### src/rtl/leb128_pkg.sv
// rtl/leb128_pkg.sv - shared constants and types for the LEB128 stream decoder
package leb128_pkg;

    localparam int LEB128_MAX_BYTES = 10;
    localparam int LEB128_LEN_W     = 4;

    typedef enum logic {
        COLLECT = 1'b0,
        HOLD    = 1'b1
    } leb128_state_e;

    // byte 0 of the encoding sits in bits [7:0]
    typedef logic [LEB128_MAX_BYTES-1:0][7:0] leb128_window_t;

endpackage

### src/rtl/unpack_i64.sv
// rtl/unpack_i64.sv - combinational signed 64-bit LEB128 decoder over a 10-byte window
module unpack_i64 (
    input  logic [79:0] in_bytes,
    output logic [63:0] out_value
);

    logic [63:0] raw;
    logic [6:0]  nbits;
    logic        done;

    // gather payload bits up to the terminator, track payload width, then sign-extend from its top bit
    always_comb begin
        raw   = '0;
        nbits = 7'd70;
        done  = 1'b0;
        for (int i = 0; i < 10; i++) begin
            if (!done) begin
                raw = raw | (64'(in_bytes[8*i +: 7]) << (7 * i));
                if (!in_bytes[8*i + 7]) begin
                    nbits = 7'(7 * (i + 1));
                    done  = 1'b1;
                end
            end
        end
        out_value = raw;
        if (nbits < 7'd64) begin
            if (raw[6'(nbits - 7'd1)]) begin
                out_value = raw | (~64'd0 << nbits);
            end
        end
    end

endmodule

### src/rtl/unpack_u64.sv
// rtl/unpack_u64.sv - combinational unsigned 64-bit LEB128 decoder over a 10-byte window
module unpack_u64 (
    input  logic [79:0] in_bytes,
    output logic [63:0] out_value
);

    logic done;

    // accumulate 7-bit groups up to and including the first terminating byte
    always_comb begin
        out_value = '0;
        done      = 1'b0;
        for (int i = 0; i < 10; i++) begin
            if (!done) begin
                out_value = out_value | (64'(in_bytes[8*i +: 7]) << (7 * i));
            end
            if (!in_bytes[8*i + 7]) begin
                done = 1'b1;
            end
        end
    end

endmodule

### src/rtl/leb128_stream_dec.sv
// rtl/leb128_stream_dec.sv - byte-serial LEB128 sequencer, optional LEB128_STATS_EN counters
module leb128_stream_dec
    import leb128_pkg::*;
#(
    parameter bit SIGNED    = 1'b1,
    parameter int MAX_BYTES = LEB128_MAX_BYTES
) (
    input  logic                    clk,
    input  logic                    rstn,
    input  logic                    flush,
    input  logic [7:0]              in_data,
    input  logic                    in_valid,
    output logic                    in_ready,
    output logic [63:0]             out_data,
    output logic [LEB128_LEN_W-1:0] out_len,
    output logic                    out_err,
    output logic                    out_valid,
`ifdef LEB128_STATS_EN
    output logic [31:0]             frame_cnt,
    output logic [15:0]             err_cnt,
`endif
    input  logic                    out_ready
);

    leb128_state_e          state, state_n;
    logic [LEB128_LEN_W-1:0] cnt;
    leb128_window_t         window;
    leb128_window_t         dec_win;
    logic [63:0]            dec_value;
    logic                   rdy_en;
    logic                   accept, out_fire, terminate, overflow;
    logic                   load_res, clr_win, add_byte;

    assign out_valid = (state == HOLD);
    assign in_ready  = rdy_en & ~flush & ((state == COLLECT) | out_ready);
    assign accept    = in_valid & in_ready;
    assign out_fire  = out_valid & out_ready;
    assign terminate = accept & ~in_data[7];
    assign overflow  = accept & in_data[7] & (cnt == LEB128_LEN_W'(MAX_BYTES - 1));

    // window as the decoder should see it: stored bytes plus the incoming byte at slot cnt
    always_comb begin
        dec_win = window;
        for (int i = 0; i < LEB128_MAX_BYTES; i++) begin
            if (LEB128_LEN_W'(i) == cnt) begin
                dec_win[i] = in_data;
            end
        end
    end

    generate
        if (SIGNED) begin : g_signed
            unpack_i64 u_dec (.in_bytes(dec_win), .out_value(dec_value));
        end else begin : g_unsigned
            unpack_u64 u_dec (.in_bytes(dec_win), .out_value(dec_value));
        end
    endgenerate

    // next state and datapath controls; window and cnt are already cleared whenever HOLD is entered
    always_comb begin
        state_n  = state;
        load_res = 1'b0;
        clr_win  = 1'b0;
        add_byte = 1'b0;
        if (flush) begin
            state_n = COLLECT;
            clr_win = 1'b1;
        end else begin
            case (state)
                COLLECT: begin
                    if (terminate || overflow) begin
                        state_n  = HOLD;
                        load_res = 1'b1;
                        clr_win  = 1'b1;
                    end else if (accept) begin
                        add_byte = 1'b1;
                    end
                end
                HOLD: begin
                    if (out_fire) begin
                        if (terminate) begin
                            load_res = 1'b1;
                            clr_win  = 1'b1;
                        end else if (accept) begin
                            state_n  = COLLECT;
                            add_byte = 1'b1;
                        end else begin
                            state_n = COLLECT;
                        end
                    end
                end
                default: state_n = COLLECT;
            endcase
        end
    end

    // state register and the ready enable that opens one cycle after reset release
    always_ff @(posedge clk or negedge rstn) begin
        if (!rstn) begin
            state  <= COLLECT;
            rdy_en <= 1'b0;
        end else begin
            state  <= state_n;
            rdy_en <= 1'b1;
        end
    end

    // byte window and fill count
    always_ff @(posedge clk or negedge rstn) begin
        if (!rstn) begin
            window <= '0;
            cnt    <= '0;
        end else if (clr_win) begin
            window <= '0;
            cnt    <= '0;
        end else if (add_byte) begin
            window <= dec_win;
            cnt    <= cnt + LEB128_LEN_W'(1);
        end
    end

    // result register, held stable while HOLD waits for out_ready
    always_ff @(posedge clk or negedge rstn) begin
        if (!rstn) begin
            out_data <= '0;
            out_len  <= '0;
            out_err  <= 1'b0;
        end else if (load_res) begin
            out_data <= overflow ? 64'd0 : dec_value;
            out_len  <= cnt + LEB128_LEN_W'(1);
            out_err  <= overflow;
        end
    end

`ifdef LEB128_STATS_EN
    // handshake counters; flush never clears them
    always_ff @(posedge clk or negedge rstn) begin
        if (!rstn) begin
            frame_cnt <= '0;
            err_cnt   <= '0;
        end else if (out_fire && !flush) begin
            frame_cnt <= frame_cnt + 32'd1;
            if (out_err && (err_cnt != 16'hFFFF)) begin
                err_cnt <= err_cnt + 16'd1;
            end
        end
    end
`endif

endmodule

### config.mk
export PLATFORM = sky130hd
export DESIGN_NAME = leb128_stream_dec
export DESIGN_NICKNAME = d
export VERILOG_FILES = /design/src/rtl/leb128_pkg.sv /design/src/rtl/unpack_i64.sv /design/src/rtl/unpack_u64.sv /design/src/rtl/leb128_stream_dec.sv
export SDC_FILE = /design/constraint.sdc
export NUM_CORES = 1
export LEC_CHECK = 0
export CAP_MARGIN = 20
export CORE_MARGIN = 5
export CORE_UTILIZATION = 32
export CTS_CLUSTER_DIAMETER = 80
export DETAILED_ROUTE_END_ITERATION = 7
export REMOVE_ABC_BUFFERS = 1
export SETUP_SLACK_MARGIN = 0.1
export SLEW_MARGIN = 20
export SYNTH_ARGS = -nofsm -noshare
export SYNTH_HDL_FRONTEND = slang
export SYNTH_SLANG_ARGS = --single-unit
export TNS_END_PERCENT = 50
### constraint.sdc
create_clock -name clk -period 5.3 [get_ports clk]
set_clock_uncertainty 0.2 [all_clocks]
set_input_delay 0.795 -clock clk [delete_from_list [all_inputs] [get_ports clk]]
set_output_delay 0.795 -clock clk [all_outputs]
set_load 0.01 [all_outputs]
Word level (Yosys, flattened, before mapping)
Cells that the tools add are included.
{ "word_totals": {"latch_bits": 0, "word_cells": 134, "ram_bits": 0, "rom_bits": 0, "n_memories": 0, "in_bits": 13, "reg_bits": 149, "out_inout_bits": 71} }
{ "op_classes": {"bitwise_logic": 21, "shifts": 1, "n_eq_ne": 10, "reduce_logical": 3, "muxes": 79, "div": 0, "order_cmp": 2, "n_mul": 0, "addsub": 2} }
{ "ops": {"columns": ["cell", "count"], "rows": [
  ["64-bit two-way mux", 11],
  ["80-bit two-way mux", 2],
  ["7-bit two-way mux", 19],
  ["64-bit OR", 2],
  ["8-bit two-way mux", 10],
  ["64-bit by 21-bit OR with 64-bit output", 1],
  ["64-bit by 28-bit OR with 64-bit output", 1],
  ["64-bit by 35-bit OR with 64-bit output", 1],
  ["64-bit by 42-bit OR with 64-bit output", 1],
  ["64-bit by 49-bit OR with 64-bit output", 1],
  ["64-bit by 56-bit OR with 64-bit output", 1],
  ["64-bit by 63-bit OR with 64-bit output", 1],
  ["64-bit by 7-bit << shifter with 64-bit output (first input constant)", 1],
  ["1-bit two-way mux", 30],
  ["3-bit by 4-bit equality test with 1-bit output (first input constant)", 4],
  ["14-bit two-way mux", 1],
  ["7-bit by 14-bit OR with 14-bit output", 1],
  ["2-bit by 4-bit equality test with 1-bit output (first input constant)", 2],
  ["4-bit equality test (first input constant)", 2],
  ["4-bit two-way mux", 2],
  ["1-bit bitwise AND", 7],
  ["6-bit by 7-bit < comparator with 1-bit output (second input constant)", 1],
  ["7-bit < comparator (second input constant)", 1],
  ["1-bit binary-select mux with 6-bit select", 1],
  ["10 further kinds", 14]
]} }

Logic depth before layout (Yosys ltp)
Gate-level depths: netlist (run 1).
{ "logic_depth": {"word_depth": 27, "mapped_depth": 22, "depth_no_buf": 19} }

By module
Synthesis (run 1) repeated with hierarchy kept, for this count alone.
{ "unflattened": {"cells_unflattened": 837, "hier_area_um2": 8574.5} }
{ "modules_own_cells": {"columns": ["mod", "area_per_inst_um2", "n_inst", "cells_each", "seq_area_each_um2"], "rows": [
  ["leb128_stream_dec", 6821.5, 1, 536, 3878.7],
  ["unpack_i64", 1752.9, 1, 301, 0.0]
]} }

Worst setup path after synthesis (run 1)
Ideal clock, no wire load.
{ "synth_path": {"path_kind": "reg-to-reg", "start": "reg cnt[1]", "end": "reg out_data[62]", "setup_slack_ns": 0.094, "setup_time_ns": 0.091, "period_less_slack_ns": 5.206, "arrival_time_ns": 4.915, "path_stages_with_launch": 23, "required_time_ns": 5.009, "path_buffers": 6, "cell_sequence": "dfrtp_1 -> inv_1 -> ha_1 -> nor3b_1 -> mux2i_1 -> o21ai_1 -> or2_2 -> clkbuf_1 -> and2_1 -> buf_6 -> inv_1 -> ha_1 -> clkbuf_1 -> clkbuf_1 -> clkbuf_1 -> mux2i_1 -> a21oi_1 -> a2111oi_0 -> o32ai_1 -> a211oi_2 -> o21ai_2 -> buf_6 -> o221ai_1"} }
{ "synth_via": {"elab_chain_len": 27, "elab_cells_between_ends": 89, "cone_classes": "1 x add/sub; 1 x order compare; 10 x eq/ne; 1 x shift; 63 x mux; 11 x bitwise; 2 x reduce/logical"} }
{ "synth_lines": {"columns": ["item", "line", "rtl"], "rows": [
  ["from (decl)", "leb128_stream_dec.sv:26", "logic [LEB128_LEN_W-1:0] cnt;"],
  ["from (signal assigned)", "leb128_stream_dec.sv:118", "cnt <= cnt + LEB128_LEN_W'(1);"],
  ["4-bit logical NOT", "leb128_stream_dec.sv:45", "if (LEB128_LEN_W'(i) == cnt) begin"],
  ["8-bit two-way mux", "leb128_stream_dec.sv:45", null],
  ["7-bit two-way mux (2 in a row)", "unpack_i64.sv:19", "if (!in_bytes[8*i + 7]) begin"],
  ["7-bit two-way mux", "unpack_i64.sv:17", "if (!done) begin"],
  ["7-bit two-way mux", "unpack_i64.sv:19", null],
  ["7-bit two-way mux", "unpack_i64.sv:17", null],
  ["7-bit two-way mux", "unpack_i64.sv:19", null],
  ["7-bit two-way mux", "unpack_i64.sv:17", null],
  ["[... 10 more ...]", null, null],
  ["7-bit two-way mux", "unpack_i64.sv:19", null],
  ["7-bit two-way mux", "unpack_i64.sv:17", null],
  ["6-bit by 1-bit subtractor with 6-bit output", "unpack_i64.sv:27", "if (raw[6'(nbits - 7'd1)]) begin"],
  ["1-bit binary-select mux with 6-bit select", "unpack_i64.sv:27", null],
  ["1-bit two-way mux (implied by the code)", "unpack_i64.sv:27", null],
  ["64-bit two-way mux", "unpack_i64.sv:27", null],
  ["64-bit two-way mux", "unpack_i64.sv:26", "if (nbits < 7'd64) begin"],
  ["64-bit two-way mux", "leb128_stream_dec.sv:129", "out_data <= overflow ? 64'd0 : dec_value;"],
  ["to (signal assigned)", "leb128_stream_dec.sv:129", null],
  ["to (decl)", "leb128_stream_dec.sv:14", "output logic [63:0] out_data,"]
]} }
Several ways; a longest one is shown, not always the timed one. The select of a mux whose other input is x is not followed.
A chain may end at the register's enable or synchronous reset.

Worst setup path after layout (run 1)
{ "layout_path": {"start": "reg cnt[0]", "end": "reg out_data[52]"} }
The elaborated chain is that of the path after synthesis.

==> flow_summary.ini, run 1 <==
[outcome]
status = finished clean

[final_layout]
diodes = 0
drive_above_1_share_pct = 13.71
fin_cells = 1243
fin_nets = 928
fin_util_pct = 41.16
area_delta_synth_final_pct = 26.21
design_area_um2 = 10040

[timing]
finalHoldViolCount = 0
slew_violations = 0
rsz0062_at_grt = no
min_period_ns = 4.892
slew_headroom_pct = 39.63
worst_pin_slew_ns = 0.9033
period_share_pct = 92.30
setup_viol = 0
fin_ws_ns = 0.4080
timing.fmax_mhz = 204.4
setup_tns_ns = 0

[synthesis]
synth-adder-area-share_pct = 1.258
ys.flop_type = dfrtp_1
ys_types = 65
synth_compound_area_share_pct = 20.18
yosys.area_share.simple_pct = 13.91
synth_edf_count = 0
yosysWarnings = 0
async_reset_ff_share_pct = 100.0
synth-xor-area-share_pct = 0.2202
synthMuxAreaShare_pct = 13.80
syn_inst = 805
synth_top_family_by_area = compound AO/OA/AOI/OAI gates
syn_area_um2 = 7954
yosysSeqAreaShare_pct = 46.56
avgSynthCellArea_um2 = 9.881
ys_seq_elements = 148

[clock_tree]
htreeDepth = 4
clockBufferDepth = 2
cts.sink_count = 148
numCtsBuffers = 17
clk_latency_ns = 0.44
postCtsHoldBufs = 0
root_buffer = clkbuf_16
cts_tree = yes
path_clk_slew_ns = 0.06

[critical_path]
r2r_slack_ns = 0.41
start_kind = register
crit_path_top_delay_cell = a2111oi_0
path_cells = inv_1 -> ha_1 -> nor3b_2 -> mux2_2 -> o21ai_1 -> or2_2 -> and2_1 -> inv_1 -> ha_2 -> buf_4 -> mux2i_1 -> a21oi_1 -> a2111oi_0 -> o32ai_1 -> a211oi_2 -> o21ai_2 -> buf_12 -> o221ai_1
cp_max_fo = 27
required_ns = 5.44
end_kind = register
criticalPathCategory = register to register
crit_arrival_ns = 5.03
slowest_delay_ns = 0.48
crit_top_cell = inv_1

[power_and_ir_drop]
p_switching_uw = 846.8
internal_power_mw = 2.273
p_leak_nw = 4.465
power_frac_seq_pct = 41.6
clockPowerShare_pct = 40.9
swShare_pct = 27.14
pwr-share-comb_pct = 17.5
vdd_drop_max_uv = 215.2
power_density_nw_per_um2 = 310.8

[placed_design]
place_ws_ns = -0.04813
gp_congestion = 0.9397
port_buffers = 83
placed_cells = 1212
place_area_um2 = 9408
hpwlAfterDp_um = 20020

[global_route]
grt_pass1_wl_um = 43590
first_global_vias = 6986
grt_max_degree = 75
antenna_found_initial = 0
grt_util_all_layers_pct = 20.00
grt_overflow = 0

[detailed_routing]
vias_per_cell = 5.587
drtAntennaViolNets = 0
wirelength_um = 27750
vias = 6945
wl_per_cell_um = 22.32
drc = 0
firstDrtPassIters = 6
drtIter0Drc = 734

[job]
drv_cap = 0

[floorplanning]
die_w_um = 167.7
rows = 57
start_util_pct = 32.61
die-area_um2 = 28110
io_pins = 84
die_y_um = 167.7
coreArea_um2 = 24390

[hold_path]
min_path_type = input port to async pin
worst max-delay path, delay by kind of cell, from the launching register on:
family / cells / cell delay (ns)
AOI/OAI and AO/OA: 7 / 1.65
DFF: 1 / 0.44
adders and majority gates: 2 / 0.63
buffers and inverters: 4 / 0.56
muxes: 2 / 0.67
and+or+nand+nor: 3 / 0.62
cell usage after synthesis, drive strengths merged, types with 3 or more instances:
cell type / number / area share [%]
o311ai: 3 / 0.33
nand3: 10 / 0.69
a21oi: 22 / 1.4
inv: 11 / 0.52
nor3b: 4 / 0.50
a32oi: 3 / 0.33
o211ai: 23 / 2.2
a211oi: 5 / 0.53
nor3: 11 / 0.76
or2: 4 / 0.31
dfrtp: 148 / 47
nand2b: 7 / 0.55
mux2i: 86 / 11
a22o: 37 / 4.1
nand4: 4 / 0.31
nor2: 41 / 1.9
a31oi: 7 / 0.55
buf: 18 / 1.5
nand3b: 7 / 0.66
nand2: 139 / 6.6
a32o: 4 / 0.50
o31ai: 4 / 0.38
mux2: 17 / 2.4
ha: 8 / 1.3
clkbuf: 42 / 2.0
o221ai: 35 / 3.9
or3: 4 / 0.31
nor4: 3 / 0.42
o21ai: 66 / 4.2
and2: 4 / 0.31
kinds of logic (layout without fill, tap and decap cells):
logic type | after synthesis | in the layout
AND/OR/NAND/NOR | 244 | 244
buffers and inverters | 71 | 185
adder cells (fa/ha/maj) | 8 | 8
multiplexers | 105 | 105
AO/OA/AOI/OAI | 226 | 226
other | 1 | 1
XOR/XNOR | 2 | 2
flip-flops | 148 | 148
stage by stage:
step                      power (mW)  hold WS [ns]
after floorplan                1.510        0.2492
after global placement         1.862        0.2602
after detailed placement       1.867        0.2697
after CTS                      3.146        0.2130
after global routing           3.260        0.2307
final                          3.120        0.1893
cells in the final DEF, fill, tap and decap left out, types with 14 or more instances in the layout:
| cell type | netlist | routed |
|---|---|---|
| clkbuf_16 | 0 | 17 |
| o21ai_0 | 55 | 55 |
| o221ai_1 | 35 | 35 |
| dfrtp_1 | 148 | 148 |
| a22o_1 | 37 | 37 |
| nand2_1 | 139 | 138 |
| mux2_2 | 14 | 14 |
| buf_4 | 2 | 58 |
| clkdlybuf4s50_1 | 0 | 82 |
| o211ai_1 | 23 | 23 |
| a21oi_1 | 22 | 22 |
| mux2i_1 | 86 | 85 |
| nor2_1 | 41 | 40 |
per-layer routing:
layer | vias to the layer above | wire length [µm] | GRT usage (%)
li1 | 3190 | - | -
met2 | 248 | 12300 | 30.52
met5 | - | 0 | 0
met3 | 48 | 1950 | 4.550
met4 | 0 | 607 | 5.434
met1 | 3459 | 12890 | 28.66
worst paths after layout:
kind / start / to / depth (start not counted)
min in group clk: window[61] / window[61] / 2
max in group asynchronous: rstn / window[1] / 2
worst max-delay path: cnt[0] / out_data[52] / 18
worst max register to register: cnt[0] / out_data[52] / 18
worst min register to register: window[61] / window[61] / 2
worst min-delay path: rstn / out_data[38] / 1
flip-flops by register name, indices dropped and copies added, names as in the netlist:
signal / count
cnt: 4
out_data: 64
out_err: 1
out_len: 4
out_valid: 1
rdy_en: 1
window: 73
repair_timing:
action | 4_1_cts | 5_1_grt
setup endpoints to repair | 0 | 54
setup buffers | 0 | 0
resized for setup | 0 | 6
area by class of cell:
type,instances,area (µm²)
Clock buffer,19,452.9
Clock inverter,12,152.6
Fill cell,2425,14350
Inverter,11,41.29
Multi-Input combinational cell,586,3975
Sequential cell,148,3704
Tap cell,324,405.4
Timing Repair Buffer,143,1308
power by group through the flow:
stage                     clock (mW)  sequential (mW)  combinational, mW
after floorplan                    0             1.35              0.156
after CTS                       1.29             1.30              0.551
final                           1.28             1.30              0.545
after detailed placement           0             1.32              0.548
after global placement             0             1.32              0.541
after global routing            1.35             1.31              0.596
No activity file was read; power rests on OpenSTA's default activity.
==> inputs of run 2 (changes only) <==
clock period = 4.42 ns   (was 5.3 ns; I/O delays follow)
==> run 2 against run 1 <==
Net effect:
- the flow now finishes with violations (negative setup slack)
- sequential share of layout area decreased by 3.0 points
- sequential power increased by 20%
- setup slack got worse by 0.42 ns
- largest power group unchanged
- total power increased by 19%
- hold slack got worse by 0.095 ns
- fmax increased by 10%
- combinational power increased by 30%
- clock power increased by 12%
- final area increased by 9.0%
- count of clock-buffer cells in the layout increased by 3
- critical endpoint is now out_data[41]
==> flow_summary.ini, run 2 (synthesized netlist as in run 1, its figures left out) <==
[placed_design]
hpwlAfterDp_um = 20290
gp_congestion = 0.9422
placed_cells = 1263
port_buffers = 83

[detailed_routing]
wirelength_um = 28960
vias_per_cell = 5.553
drtIter0Drc = 517
firstDrtPassIters = 5
drtAntennaViolNets = 0
drc = 0
vias = 7291
wl_per_cell_um = 22.06

[global_route]
grt_pass1_wl_um = 44210
grt_overflow = 0
antenna_found_initial = 0
grt_max_degree = 92
grt_util_all_layers_pct = 20.16
first_global_vias = 7339

[final_layout]
largest_reg_flops = 73
drive_above_1_share_pct = 24.27
multi_input_area_um2 = 4283
diodes = 0
fin_cells = 1313
biggestRegsByFlops = window (73), out_data (64)
num-fill-cells = 2388
final_common_cell = dfrtp_1
regMostFlops = window
area_delta_synth_final_pct = 37.63
fin_nets = 997
layout_common_cells = dfrtp_1 (147), nand2_1 (138), buf_4 (116)
regArea_um2 = 3705

[floorplanning]
io_pins = 84
die_w_um = 167.7
die_y_um = 167.7
start_util_pct = 32.61
die-area_um2 = 28110
rows = 57
coreArea_um2 = 24390

[timing]
period_share_pct = 100.4
slew_violations = 0
setup_viol = 7
min_period_ns = 4.436
finalHoldViolCount = 0
fin_ws_ns = -0.01623
rsz0062_at_grt = yes
timing.fmax_mhz = 225.4
slew_headroom_pct = 42.84
worst_pin_slew_ns = 0.8575

[critical_path]
required_ns = 4.56
end_kind = register
crit_top_cell = buf_4
path_buf_inv = 7
path_cells = buf_4 -> inv_1 -> ha_1 -> nor3b_4 -> mux2_4 -> o21ai_2 -> or2_2 -> and2_4 -> inv_2 -> ha_4 -> buf_6 -> mux2_2 -> a2111oi_2 -> o32ai_1 -> a211oi_2 -> buf_4 -> o21ai_4 -> buf_12 -> buf_16 -> o221ai_2
start_kind = register
cp_top_family = compound AO/OA/AOI/OAI gates
cp_max_fo = 8
crit_path_top_delay_cell = dfrtp_1
crit_arrival_ns = 4.58
slowest_delay_ns = 0.40
criticalPathCategory = register to register

[clock_tree]
path_clk_slew_ns = 0.06
htreeDepth = 4
cts_tree = yes
numCtsBuffers = 17
cts.sink_count = 148
postCtsHoldBufs = 0
clockBufferDepth = 2
clk_latency_ns = 0.43
root_buffer = clkbuf_16

[outcome]
failed_checks = negative setup slack
status = finished, violations left

[power_and_ir_drop]
power_density_nw_per_um2 = 338.5
p_leak_nw = 4.856
vdd_drop_max_uv = 233.9
power_mw = 3.706

[hold_path]
min_path_type = input port to async pin

[job]
drv_cap = 0
==> run 2: cell count changes in the layout (fill, tap and decap cells not counted), moves of 3 or more <==
cell	before	now
buf_4	58	116
buf_6	1	7
ha_1	7	3
ha_4	0	3
o21ai_0	55	52
o221ai_1	35	13
o221ai_2	0	21
==> run 2: worst reg2reg max path, stage by stage, from the launching register on <==
cell,delay (ns)
dfrtp_1,0.40
buf_4,0.14
inv_1,0.08
ha_1,0.21
nor3b_4,0.30
mux2_4,0.34
o21ai_2,0.14
or2_2,0.14
and2_4,0.14
inv_2,0.04
ha_4,0.32
buf_6,0.15
mux2_2,0.35
a2111oi_2,0.37
o32ai_1,0.14
a211oi_2,0.20
buf_4,0.17
o21ai_4,0.07
buf_12,0.15
buf_16,0.15
o221ai_2,0.17
==> run 2: layer usage <==
layer / track usage (%) / vias up / routed length, µm
li1: - / 3319 / -
met1: 28.82 / 3622 / 13040
met2: 30.71 / 303 / 13290
met3: 4.267 / 47 / 1956
met4: 6.316 / 0 / 678
met5: 0 / - / 0
==> run 2: per-stage QoR <==
| step | hold WS (ns) | TNS (ns) | setup WS (ns) | area [µm²] | util (%) |
|---|---|---|---|---|---|
| 2_1_floorplan | 0.1674 | -92.84 | -1.765 | 7675 | - |
| 3_3_place_gp | 0.2607 | -26.73 | -0.4966 | 9798 | 40.17 |
| 3_5_place_dp | 0.2691 | -32.22 | -0.6215 | 9798 | 40.17 |
| 4_1_cts | 0.1469 | 0 | 0.07964 | 10630 | 43.59 |
| 5_1_grt | 0.1843 | -8.569 | -0.2483 | 10950 | 44.88 |
| 6_report | 0.09395 | -0.06106 | -0.01623 | 10950 | 44.88 |
==> run 2: what timing repair did <==
item	in CTS	in global routing
setup buffers	7	8
pin swaps	10	18
resized for setup	35	39
endpoints found under the setup margin	60	60
cloned	2	1
==> run 2: path summary, 6_finish.rpt <==
check	from	to	slack [ns]	cells past startpoint
max	cnt[0]	out_data[41]	-0.02	20
min	rstn	out_data[38]	0.09	1
max reg2reg	cnt[0]	out_data[41]	-0.02	20
min reg2reg	window[8]	window[8]	0.28	2
max in group asynchronous	rstn	out_data[19]	3.09	2
min in group clk	window[8]	window[8]	0.28	2
==> run 2: power breakdown <==
group | switching, mW | total, mW | internal (mW)
combinational | 0.340 | 0.709 | 0.369
sequential | 0.0793 | 1.56 | 1.48
clock | 0.600 | 1.44 | 0.838
total | 1.02 | 3.71 | 2.69
==> run 2: cell type report <==
| cell class | count | area share [%] |
|---|---|---|
| clock buffer | 22 | 4.423 |
| clock inverter | 10 | 0.8915 |
| inverter | 11 | 0.3772 |
| multi-input combinational | 586 | 39.12 |
| sequential | 148 | 33.84 |
| tap | 324 | 3.703 |
| timing repair buffer | 212 | 17.64 |
==> inputs of run 3 (changes only) <==
TNS_END_PERCENT = unset   (was 50)
==> run 3 against run 2 <==
Net effect:
- the flow now finishes without violations
- first-iteration DRC count decreased by 4.1%
- count of clock-buffer cells in the layout unchanged
- combinational power increased by 3%
- hold slack improved by 0.0039 ns
- cell count increased by 0.30%
- sequential share of layout area decreased by 0.41 points
- die area unchanged
- register-to-register slack improved by 0.02 ns
- utilization increased by 0.55 points
- critical path depth increased by 3
- highest routed layer unchanged
- fmax increased by 0.42%
==> flow_summary.ini, run 3 (synthesized netlist as in run 1, its figures left out) <==
[critical_path]
slowest_delay_ns = 0.40
cp_top_family = buffers and inverters
rr_worst_depth = 23
path_buf_inv = 8
criticalPathCategory = register to register
path_cells = buf_4 -> inv_2 -> ha_2 -> nor3b_4 -> mux2_4 -> o21ai_2 -> or2_2 -> and2_4 -> inv_2 -> ha_4 -> buf_4 -> mux2_2 -> a21oi_1 -> o211ai_1 -> o211ai_1 -> a221oi_2 -> buf_4 -> a211oi_2 -> buf_4 -> o21ai_4 -> buf_12 -> buf_16 -> o221ai_2
cp_max_fo = 8
start_kind = register
end_kind = register
required_ns = 4.56
crit_top_cell = buf_4
r2r_slack_ns = 0.002
r2r-end = out_data[62]
crit_path_top_delay_cell = dfrtp_1
crit_arrival_ns = 4.55
worstReg2RegStart = cnt[0]

[floorplanning]
die_w_um = 167.7
die_y_um = 167.7
io_pins = 84
coreArea_um2 = 24390
rows = 57
die-area_um2 = 28110
start_util_pct = 32.61

[global_route]
grt_util_all_layers_pct = 20.16
grt_overflow = 0
grt_max_degree = 92
grt_pass1_wl_um = 44210
antenna_found_initial = 0
first_global_vias = 7339

[clock_tree]
clockBufferDepth = 2
path_clk_slew_ns = 0.06
cts.sink_count = 148
postCtsHoldBufs = 0
numCtsBuffers = 17
root_buffer = clkbuf_16
cts_tree = yes
htreeDepth = 4
clk_latency_ns = 0.43

[detailed_routing]
wl_per_cell_um = 22.16
firstDrtPassIters = 5
vias = 7327
vias_per_cell = 5.563
drc = 0
drtAntennaViolNets = 0
drtIter0Drc = 496
wirelength_um = 29180

[final_layout]
largest_reg_flops = 73
diodes = 0
num-fill-cells = 2372
regMostFlops = window
final_common_cell = dfrtp_1
drive_above_1_share_pct = 26.08
fin_nets = 1001
area_delta_synth_final_pct = 39.31
layout_common_cells = dfrtp_1 (147), nand2_1 (137), buf_4 (119)
biggestRegsByFlops = window (73), out_data (64)
fin_util_pct = 45.43

[timing]
finalHoldViolCount = 0
worst_pin_slew_ns = 0.8755
rsz0062_at_grt = yes
slew_violations = 0
setup_viol = 0
slew_headroom_pct = 41.63
period_share_pct = 99.95
fin_ws_ns = 0.002188
min_period_ns = 4.418
timing.fmax_mhz = 226.4

[placed_design]
place_ws_ns = -0.6215
hpwlAfterDp_um = 20290
port_buffers = 83
gp_congestion = 0.9422

[power_and_ir_drop]
power_density_nw_per_um2 = 336.2
vdd_drop_max_uv = 234.5
p_leak_nw = 4.908

[outcome]
status = finished clean

[hold_path]
min_path_type = input port to async pin

[job]
drv_cap = 0
[run 3: cell types whose count changed in the layout (fill, tap and decap cells not counted), sizes merged]
cell	change
buf	+4
[run 3: cell type report]
cell class                 instances  area, µm²  share of cell area (%)
clock buffer                      22      484.2                   4.370
clock inverter                    10      97.59                  0.8808
inverter                          11      41.29                  0.3726
multi-input combinational        586       4379                   39.52
sequential                       148       3705                   33.44
tap                              324      405.4                   3.659
timing repair buffer             216       1968                   17.76
[run 3: metal layers]
| metal | part of all wire (%) | GRT usage (%) | vias to the layer above |
|---|---|---|---|
| met5 | 0 | 0 | - |
| met3 | 6.1 | 4.267 | 52 |
| met2 | 46 | 30.71 | 291 |
| met1 | 46 | 28.82 | 3656 |
| met4 | 2.6 | 6.316 | 0 |
| li1 | - | - | 3328 |
[run 3: repair_timing]
item | 4_1_cts | 5_1_grt
setup buffers | 7 | 11
resized for setup | 35 | 63
gates cloned | 2 | 2
setup endpoints to repair | 60 | 60
pin swaps | 10 | 21
[run 3: power by group]
group | switching (mW) | internal [mW]
Combinational | 0.349 | 0.379
Sequential | 0.0794 | 1.48
Clock | 0.602 | 0.838
Total | 1.03 | 2.70
[run 3: how the worst max path moves through the flow]
| stage | start | endpoint | slack [ns] | cells past startpoint |
|---|---|---|---|---|
| CTS | cnt[1] | out_data[47] | 0.08 | 22 |
| finish | cnt[0] | out_data[62] | 0.002 | 23 |
| floorplan | cnt[1] | out_data[49] | -1.77 | 17 |
| global route | cnt[1] | out_data[62] | -0.22 | 24 |
| global placement | in_data[7] | out_data[38] | -0.50 | 19 |
| detailed placement | in_data[7] | out_data[27] | -0.62 | 20 |
[run 3: through the flow]
step	TNS, ns	total power, mW	cell area (µm²)	hold WS, ns	instances
CTS	0	3.700	10630	0.1469	1304
global placement	-26.73	2.245	9798	0.2607	1263
global route	-7.835	3.872	11080	0.1843	1317
floorplan	-92.84	1.811	7675	0.1674	745
detailed placement	-32.22	2.247	9798	0.2691	1263
finish	0	3.726	11080	0.09783	1317
[run 3: worst register-to-register path: stages, from the launching register on]
cell	delay (ns)
dfrtp_1	0.40
buf_4	0.14
inv_2	0.08
ha_2	0.18
nor3b_4	0.28
mux2_4	0.34
o21ai_2	0.14
or2_2	0.14
and2_4	0.14
inv_2	0.04
ha_4	0.32
buf_4	0.13
mux2_2	0.34
a21oi_1	0.12
o211ai_1	0.12
o211ai_1	0.13
a221oi_2	0.08
buf_4	0.16
a211oi_2	0.13
buf_4	0.17
o21ai_4	0.07
buf_12	0.15
buf_16	0.15
o221ai_2	0.17
